===== src/rtl/riscv_pkg.sv =====
// rtl/riscv_pkg.sv - RV32 opcode constants, controller state and mux-select encodings.
package riscv_pkg;

  localparam logic [6:0] R_type  = 7'b0110011;
  localparam logic [6:0] I_type  = 7'b0010011;
  localparam logic [6:0] OP_LW   = 7'b0000011;
  localparam logic [6:0] S_type  = 7'b0100011;
  localparam logic [6:0] B_type  = 7'b1100011;
  localparam logic [6:0] U_type  = 7'b0110111;
  localparam logic [6:0] OP_AUPC = 7'b0010111;
  localparam logic [6:0] J_type  = 7'b1101111;
  localparam logic [6:0] OP_JALR = 7'b1100111;

  typedef enum logic [2:0] {
    FETCH  = 3'd0,
    DECODE = 3'd1,
    EXEC   = 3'd2,
    MEM    = 3'd3,
    WB     = 3'd4,
    TRAP   = 3'd5
  } state_t;

  typedef enum logic [1:0] {
    PC_PLUS4 = 2'd0,
    PC_IMM   = 2'd1,
    PC_ALU   = 2'd2
  } pc_sel_t;

  typedef enum logic [1:0] {
    WB_ALU  = 2'd0,
    WB_LOAD = 2'd1,
    WB_PC4  = 2'd2
  } wb_sel_t;

  function automatic logic op_legal(input logic [6:0] o);
    case (o)
      R_type, I_type, OP_LW, S_type, B_type, U_type, OP_AUPC, J_type, OP_JALR: return 1'b1;
      default: return 1'b0;
    endcase
  endfunction

endpackage


===== src/rtl/mem_wait_timer.sv =====
// rtl/mem_wait_timer.sv - Memory ack wait counter with timeout compare.
module mem_wait_timer #(
  parameter int unsigned MEM_TIMEOUT = 255
) (
  input  logic clk,
  input  logic rst_n,
  input  logic clr,
  input  logic req,
  input  logic ack,
  output logic expired
);

  logic [15:0] count;
  logic [16:0] next_count;

  assign next_count = {1'b0, count} + 17'd1;
  // The cycle that would bring the count to the limit expires, unless ack arrives in it.
  assign expired = req && !ack && (next_count >= 17'(MEM_TIMEOUT));

  always_ff @(posedge clk) begin
    if (!rst_n || clr || ack) begin
      count <= '0;
    end else if (req) begin
      count <= next_count[15:0];
    end
  end

endmodule


===== src/rtl/multicycle_ctrl.sv =====
// rtl/multicycle_ctrl.sv - Multi-cycle RV32 sequencing controller (fetch/decode/exec/mem/wb).
module multicycle_ctrl
  import riscv_pkg::*;
#(
  parameter int unsigned MEM_TIMEOUT = 255
) (
  input  logic        clk,
  input  logic        rst_n,
  input  logic [6:0]  op,
  input  logic        br_taken,
  input  logic        imem_ack,
  input  logic        dmem_ack,
  output logic        imem_req,
  output logic        dmem_req,
  output logic        dmem_we,
  output logic        ir_we,
  output logic        pc_we,
  output logic [1:0]  pc_sel,
  output logic        alu_a_sel,
  output logic        alu_b_sel,
  output logic        rf_we,
  output logic [1:0]  wb_sel,
  output logic [6:0]  imm_op,
  output logic        illegal,
  output logic        timeout,
  output logic [31:0] instret,
  output logic [2:0]  state
);

  state_t      state_q, state_d;
  logic        started;
  logic [6:0]  imm_op_q;
  logic        illegal_q, timeout_q;
  logic [31:0] instret_q;
  logic        retire, set_illegal, expired;
  logic        wait_req, wait_ack, wait_clr;

  // started keeps requests low until rst_n has been sampled high once.
  assign wait_req = started && (state_q == FETCH || state_q == MEM);
  assign wait_ack = started && ((state_q == FETCH && imem_ack) || (state_q == MEM && dmem_ack));
  assign wait_clr = !(state_q == FETCH || state_q == MEM);

  mem_wait_timer #(.MEM_TIMEOUT(MEM_TIMEOUT)) u_timer (
    .clk     (clk),
    .rst_n   (rst_n),
    .clr     (wait_clr),
    .req     (wait_req),
    .ack     (wait_ack),
    .expired (expired)
  );

  always_ff @(posedge clk) begin
    if (!rst_n) begin
      state_q   <= FETCH;
      started   <= 1'b0;
      imm_op_q  <= '0;
      illegal_q <= 1'b0;
      timeout_q <= 1'b0;
      instret_q <= '0;
    end else begin
      state_q <= state_d;
      started <= 1'b1;
      if (state_q == DECODE) imm_op_q <= op;
      if (set_illegal) illegal_q <= 1'b1;
      if (expired) timeout_q <= 1'b1;
      if (retire) instret_q <= instret_q + 32'd1;
    end
  end

  always_comb begin
    state_d     = state_q;
    imem_req    = 1'b0;
    dmem_req    = 1'b0;
    dmem_we     = 1'b0;
    ir_we       = 1'b0;
    pc_we       = 1'b0;
    pc_sel      = PC_PLUS4;
    alu_a_sel   = 1'b0;
    alu_b_sel   = 1'b0;
    rf_we       = 1'b0;
    wb_sel      = WB_ALU;
    retire      = 1'b0;
    set_illegal = 1'b0;
    case (state_q)
      FETCH: begin
        if (started) begin
          imem_req = 1'b1;
          if (imem_ack) begin
            ir_we   = 1'b1;
            state_d = DECODE;
          end else if (expired) begin
            state_d = TRAP;
          end
        end
      end
      DECODE: begin
        if (!op_legal(op)) begin
          set_illegal = 1'b1;
          state_d     = TRAP;
        end else begin
          state_d = EXEC;
        end
      end
      EXEC: begin
        alu_a_sel = (imm_op_q == OP_AUPC) || (imm_op_q == J_type) || (imm_op_q == B_type);
        alu_b_sel = !((imm_op_q == R_type) || (imm_op_q == B_type));
        if (imm_op_q == B_type) begin
          pc_we   = 1'b1;
          pc_sel  = br_taken ? PC_IMM : PC_PLUS4;
          retire  = 1'b1;
          state_d = FETCH;
        end else if (imm_op_q == OP_LW || imm_op_q == S_type) begin
          state_d = MEM;
        end else begin
          state_d = WB;
        end
      end
      MEM: begin
        dmem_req = 1'b1;
        dmem_we  = (imm_op_q == S_type);
        if (dmem_ack) begin
          if (imm_op_q == S_type) begin
            pc_we   = 1'b1;
            retire  = 1'b1;
            state_d = FETCH;
          end else begin
            state_d = WB;
          end
        end else if (expired) begin
          state_d = TRAP;
        end
      end
      WB: begin
        rf_we   = 1'b1;
        pc_we   = 1'b1;
        retire  = 1'b1;
        state_d = FETCH;
        if (imm_op_q == OP_LW) wb_sel = WB_LOAD;
        else if (imm_op_q == J_type || imm_op_q == OP_JALR) wb_sel = WB_PC4;
        if (imm_op_q == J_type) pc_sel = PC_IMM;
        else if (imm_op_q == OP_JALR) pc_sel = PC_ALU;
      end
      TRAP: state_d = TRAP;
      default: state_d = FETCH;
    endcase
  end

  assign imm_op  = imm_op_q;
  assign illegal = illegal_q;
  assign timeout = timeout_q;
  assign instret = instret_q;
  assign state   = state_q;

endmodule


===== config.mk =====
export PLATFORM = sky130hd
export DESIGN_NAME = multicycle_ctrl
export DESIGN_NICKNAME = d
export VERILOG_FILES = /design/src/rtl/riscv_pkg.sv /design/src/rtl/mem_wait_timer.sv /design/src/rtl/multicycle_ctrl.sv
export SDC_FILE = /design/constraint.sdc
export NUM_CORES = 1
export LEC_CHECK = 0
export CAP_MARGIN = 20
export CORE_UTILIZATION = 30
export CTS_BUF_LIST = sky130_fd_sc_hd__clkbuf_16
export DETAILED_ROUTE_END_ITERATION = 8
export GPL_TIMING_DRIVEN = 0
export HOLD_SLACK_MARGIN = 0.08
export PLACE_DENSITY = 0.62
export SKIP_LAST_GASP = 1
export SYNTH_ARGS = -nofsm -noshare
export SYNTH_HDL_FRONTEND = slang
export SYNTH_SLANG_ARGS = --single-unit

===== constraint.sdc =====
create_clock -name clk -period 2.6 [get_ports clk]
set_input_delay 0.26 -clock clk [delete_from_list [all_inputs] [get_ports clk]]
set_output_delay 0.26 -clock clk [all_outputs]
set_load 0.01 [all_outputs]

* Word-level counts from Yosys, hierarchy flattened
Index checks and enable logic that the tools add are counted. Widths: inputs -> output; s select.
Cells by class: $add $sub $neg 2, multipliers 0, divide/modulo/power cells 0, order comparisons 1, equality and inequality tests 22, shifts and indexed selects 0, mux-type cells 36, bitwise logic cells 0, reduce and logical (&&, ||, !) cells 21
Operator list (count):
- $eq 7x7->1 const B | 6
- $eq 7x6->1 const B | 5
- $add 32x1->32 const B | 1
- $mux 3 | 8
- $eq 7x5->1 const B | 3
- $mux 1 | 20
- $add 16x1->17 const B | 1
- $ge 17x8->1 const B | 1
- $pmux 3 s5 | 1
- $eq 7x2->1 const B | 2
- $mux 2 | 5
- $logic_or 1x1->1 | 9
- $reduce_or 9->1 | 1
- $eq 3x2->1 const B | 2
- $eq 3x3->1 const B | 2
- $logic_and 1x1->1 | 6
- $logic_not 1->1 | 4
- $pmux 2 s2 | 1
- $eq 3x1->1 const B | 1
- $logic_not 3->1 | 1
- $pmux 1 s3 | 1
- $ne 2x2->1 const B | 1
Word-level totals: register bits after elaboration 61, latch bits 0, bits in writable memories 0, bits in read-only memories 0, word-level logic and storage cells 89, memories kept 0

* Logic depth before layout (Yosys ltp)
depth after elaboration 11, mapped depth 8, depth with buffers taken out 8

* Hierarchy
From an unflattened synthesis, not the netlist that was laid out.
Second synthesis, totals: cells, all modules 407, area, all modules 3479.6 um^2
Modules (own cells, without submodules):
- multicycle_ctrl | times used 1, cells each 288, area each 2476.1 um^2
- mem_wait_timer | times used 1, cells each 119, area each 1003.5 um^2

* Worst setup path after synthesis
OpenSTA, ideal clock, no wires.
kind flip-flop to flip-flop, from register state_q[2], in the netlist state[2], to register instret_q[23], in the netlist instret[23], setup time 0.115 ns, data arrival time 2.114 ns, setup slack 0.371 ns, cell stages (with the launch flop) 9, cell sequence dfxtp_1 > buf_6 > or3b_2 > inv_2 > a31oi_1 > a2111oi_4 > nand4_1 > xnor2_1 > and2_1
On the way: word-level cells in the longest chain between the ends 2
RTL lines:
- from (decl) | RTL line multicycle_ctrl.sv:30 | state_t state_q, state_d;
- from (signal assigned) | RTL line multicycle_ctrl.sv:61 | state_q <= state_d;
- $eq 3x3->1 / $eq 3x2->1 (equally long branches) | RTL line multicycle_ctrl.sv:84 | case (state_q)
- $pmux 1 s3 * | RTL line multicycle_ctrl.sv:84
- to (signal assigned) | RTL line multicycle_ctrl.sv:66 | if (retire) instret_q <= instret_q + 32'd1;
- to (decl) | RTL line multicycle_ctrl.sv:34 | logic [31:0] instret_q;
Every way passes the cells marked *; elsewhere a longest branch is shown, timed or not. A chain may end at the register's enable or synchronous reset.

* Worst setup path in the final report
from register imm_op_q[3], in the netlist imm_op[3], to output wb_sel[0]
On the way: word-level cells in the longest chain between the ends 3
RTL lines:
- from (decl) | RTL line multicycle_ctrl.sv:32 | logic [6:0] imm_op_q;
- from (signal assigned) | RTL line multicycle_ctrl.sv:63 | if (state_q == DECODE) imm_op_q <= op;
- $eq 7x2->1 | RTL line multicycle_ctrl.sv:138 | if (imm_op_q == OP_LW) wb_sel = WB_LOAD;
- $mux 2 | RTL line multicycle_ctrl.sv:138
- $mux 2 | RTL line multicycle_ctrl.sv:84
- to (decl) | RTL line multicycle_ctrl.sv:22 | output logic [1:0] wb_sel,
No other way between the ends.

==> flow_metrics.tcl <==
set metrics [dict create \
    status "finished, final reports clean" \
    clockBufferDepth 2 \
    ys_types 58 \
    ant_nets 0 \
    synth_seq_cells 61 \
    arrival_ns 2.22 \
    relSlewSlack_pct 46.10 \
    timing_worst_setup_path_type "flip-flop to output port" \
    fp-row-count 37 \
    path_max_fanout 8 \
    post_dp_cell_area_mm2 0.004093 \
    clk_pin_slew_worst_paths_ns 0.06 \
    final_cell_mix "clkdlybuf4s50_1, dfxtp_1, nand2_1" \
    num_vias 3069 \
    first_global_vias 2902 \
    wl_per_cell_um 13.83 \
    port_buffers 67 \
    overflow 0 \
    start_util_pct 31.22 \
    wl_met2_mm 3.923 \
    nets 479 \
    power_density_mw_per_mm2 553.6 \
    cp_data_required_time_ns 2.34 \
    cts_tree "yes" \
    synthesis.nets 400 \
    first_iter_violations 126 \
    power_leakage_uw 0.001556 \
    power_uw 2458 \
    yosysWarnings 0 \
    io_pins 68 \
    wl_met1_mm 4.080 \
    drv_cap 0 \
    viasPerCell 5.073 \
    fin_worst_skew_ns 0.01076 \
    syn-cell-area_mm2 0.003252 \
    tns_ns 0 \
    finalInstanceArea_mm2 0.004441 \
    r2r_cells 8 \
    seq_area_mm2 0.001222 \
    min_path_cells 1 \
    top_layer "met4" \
    crit_end "wb_sel[0]" \
    critPathLaunch "imm_op[3]" \
    drive_above_1_share_pct 8.742 \
    diodes 0 \
    grt_pass1_wl_mm 13.89 \
    drv_slew 0 \
    min_period_ns 2.477 \
    wl_met3_um 319 \
    reg2reg_setup_slack_ns 0.20 \
    synth_edf_count 0 \
    grt_antenna_before_repair 0 \
    grt_max_degree 14 \
    die_x_um 106.1 \
    synth_top_area_share_pct 37.55 \
    layout_commonest_cell "clkdlybuf4s50_1" \
    yosysTopAreaCell "dfxtp_1" \
    wl_mm 8.368 \
    multiInputGateArea_mm2 0.001972 \
    timing.rr.start "state[1]" \
    worstSkewPairLatency_ns 0.33 \
    startpoint_type "flip-flop" \
    max_freq_mhz 403.6 \
    synthArstFlopShare_pct 0 \
    synth_area_leaders "dfxtp_1, xnor2_1, and2_1, xor2_1, nand3_1" \
    track_usage_pct 15.28 \
    critPathCaptureType "output port" \
    ys_seq_area_share_pct 37.55 \
    core_area_mm2 0.01042 \
    cts-buffers-inserted 9 \
    root_buffer "clkbuf_16" \
    first_pass_iters 4 \
    holdWs_ns 0.4796 \
    clock_sinks 61 \
    synth_flop_cell "dfxtp_1" \
    min_path_type "flip-flop to flip-flop" \
    worst_pin_slew_ns 0.8056 \
    dp_hpwl_mm 6.016 \
    die_area_mm2 0.01126 \
    rsz0062_at_grt "no" \
    fillCellCount 1028 \
    drc 0 \
    cts_hold_buf 0 \
    die_y_um 106.1 \
    r2r_end "instret[24]" \
    vdd_drop_max_mv 0.3183 \
    place_congestion 0.8119 \
    fin_crit_sh_pct 95.29 \
    setup_violations 0 \
    syn_to_final_growth_pct 36.55 \
    finalHoldViolations 0 \
    syn-instance-count 385 \
    avgSynthCellArea_um2 8.446 \
    cts_max_level 3 \
]
power by group:
group | total [uW] | internal, uW | leakage [uW] | switching (uW)
Sequential | 1020 | 972 | 0.000495 | 52.9
Combinational | 319 | 156 | 0.000924 | 163
Clock | 1110 | 655 | 0.000137 | 459
how the worst min path moves through the flow:
stage / slack (ns) / from / end
after floorplan: 0.29 / rst_n / started
after global placement: 0.47 / timeout / timeout
after detailed placement: 0.47 / timeout / timeout
after CTS: 0.49 / timeout / timeout
after global routing: 0.52 / timeout / timeout
final: 0.48 / timeout / timeout
layer usage:
metal | up-vias | track usage (%)
met4 | 0 | 5.060
met5 | - | 0
met3 | 2 | 3.617
li1 | 1537 | -
met1 | 1455 | 19.10
met2 | 75 | 25.65
sequential cells by signal, summed over array words and instances (netlist names):
signal         cells
timeout            1
u_timer.count     16
imm_op             7
instret           32
illegal            1
state              3
started            1
cells by family (layout without fill, tap and decap cells):
group,count (synthesis),in the layout,synth area share (%)
buffers and inverters,26,110,3.386
xor gates and xnor gates,35,35,9.427
adders and majority gates,3,3,1.154
DFF,61,61,37.55
and+or+nand+nor,181,181,30.59
muxes,9,9,2.770
AOI/OAI and AO/OA,70,70,15.12
Yosys cell counts (all sizes together), types with 2 or more instances:
| cell type | instances |
|---|---|
| or2 | 2 |
| mux2i | 9 |
| and4 | 2 |
| nor2 | 23 |
| o31ai | 2 |
| and2 | 22 |
| clkbuf | 9 |
| nand4 | 10 |
| a311oi | 2 |
| and3b | 2 |
| nor2b | 11 |
| dfxtp | 61 |
| o21ai | 20 |
| o211ai | 2 |
| nand3 | 22 |
| nand2 | 27 |
| a211oi | 3 |
| xor2 | 14 |
| nor3b | 2 |
| nor3 | 20 |
| or3b | 2 |
| buf | 5 |
| ha | 3 |
| nor4 | 5 |
| o21a | 3 |
| a21oi | 14 |
| and3 | 8 |
| inv | 12 |
| a21boi | 10 |
| a31oi | 3 |
| or3 | 14 |
| xnor2 | 21 |
| nand2b | 4 |
what timing repair did:
item                       in CTS  in global routing
resized for setup               2                 12
pin swaps                       0                  2
setup endpoints to repair       3                 17
setup buffers                   0                  2
critical path, stage by stage, from the launching register on:
cell,delay (ns)
dfxtp_1,0.38
nand4bb_1,0.35
nor3_2,0.33
nor3b_2,0.27
clkdlybuf4s50_1,0.57
stage by stage:
stage / cells / worst slack, ns / utilization (%)
floorplan: 385 / 0.3710 / -
detailed placement: 588 / 0.01540 / 39.29
global placement: 588 / 0.04825 / 39.29
CTS: 603 / -0.06286 / 42.01
finish: 605 / 0.1225 / 42.63
global route: 605 / 0.003295 / 42.63
final cells by class:
class | count | area share (%)
Timing Repair Buffer | 69 | 15.50
Clock buffer | 9 | 5.072
Tap cell | 136 | 3.832
Buffer | 13 | 1.381
Clock inverter | 7 | 1.268
Inverter | 12 | 1.014
Multi-Input combinational cell | 298 | 44.41
Sequential cell | 61 | 27.53
Note: power is estimated with default switching activity, not from simulation.
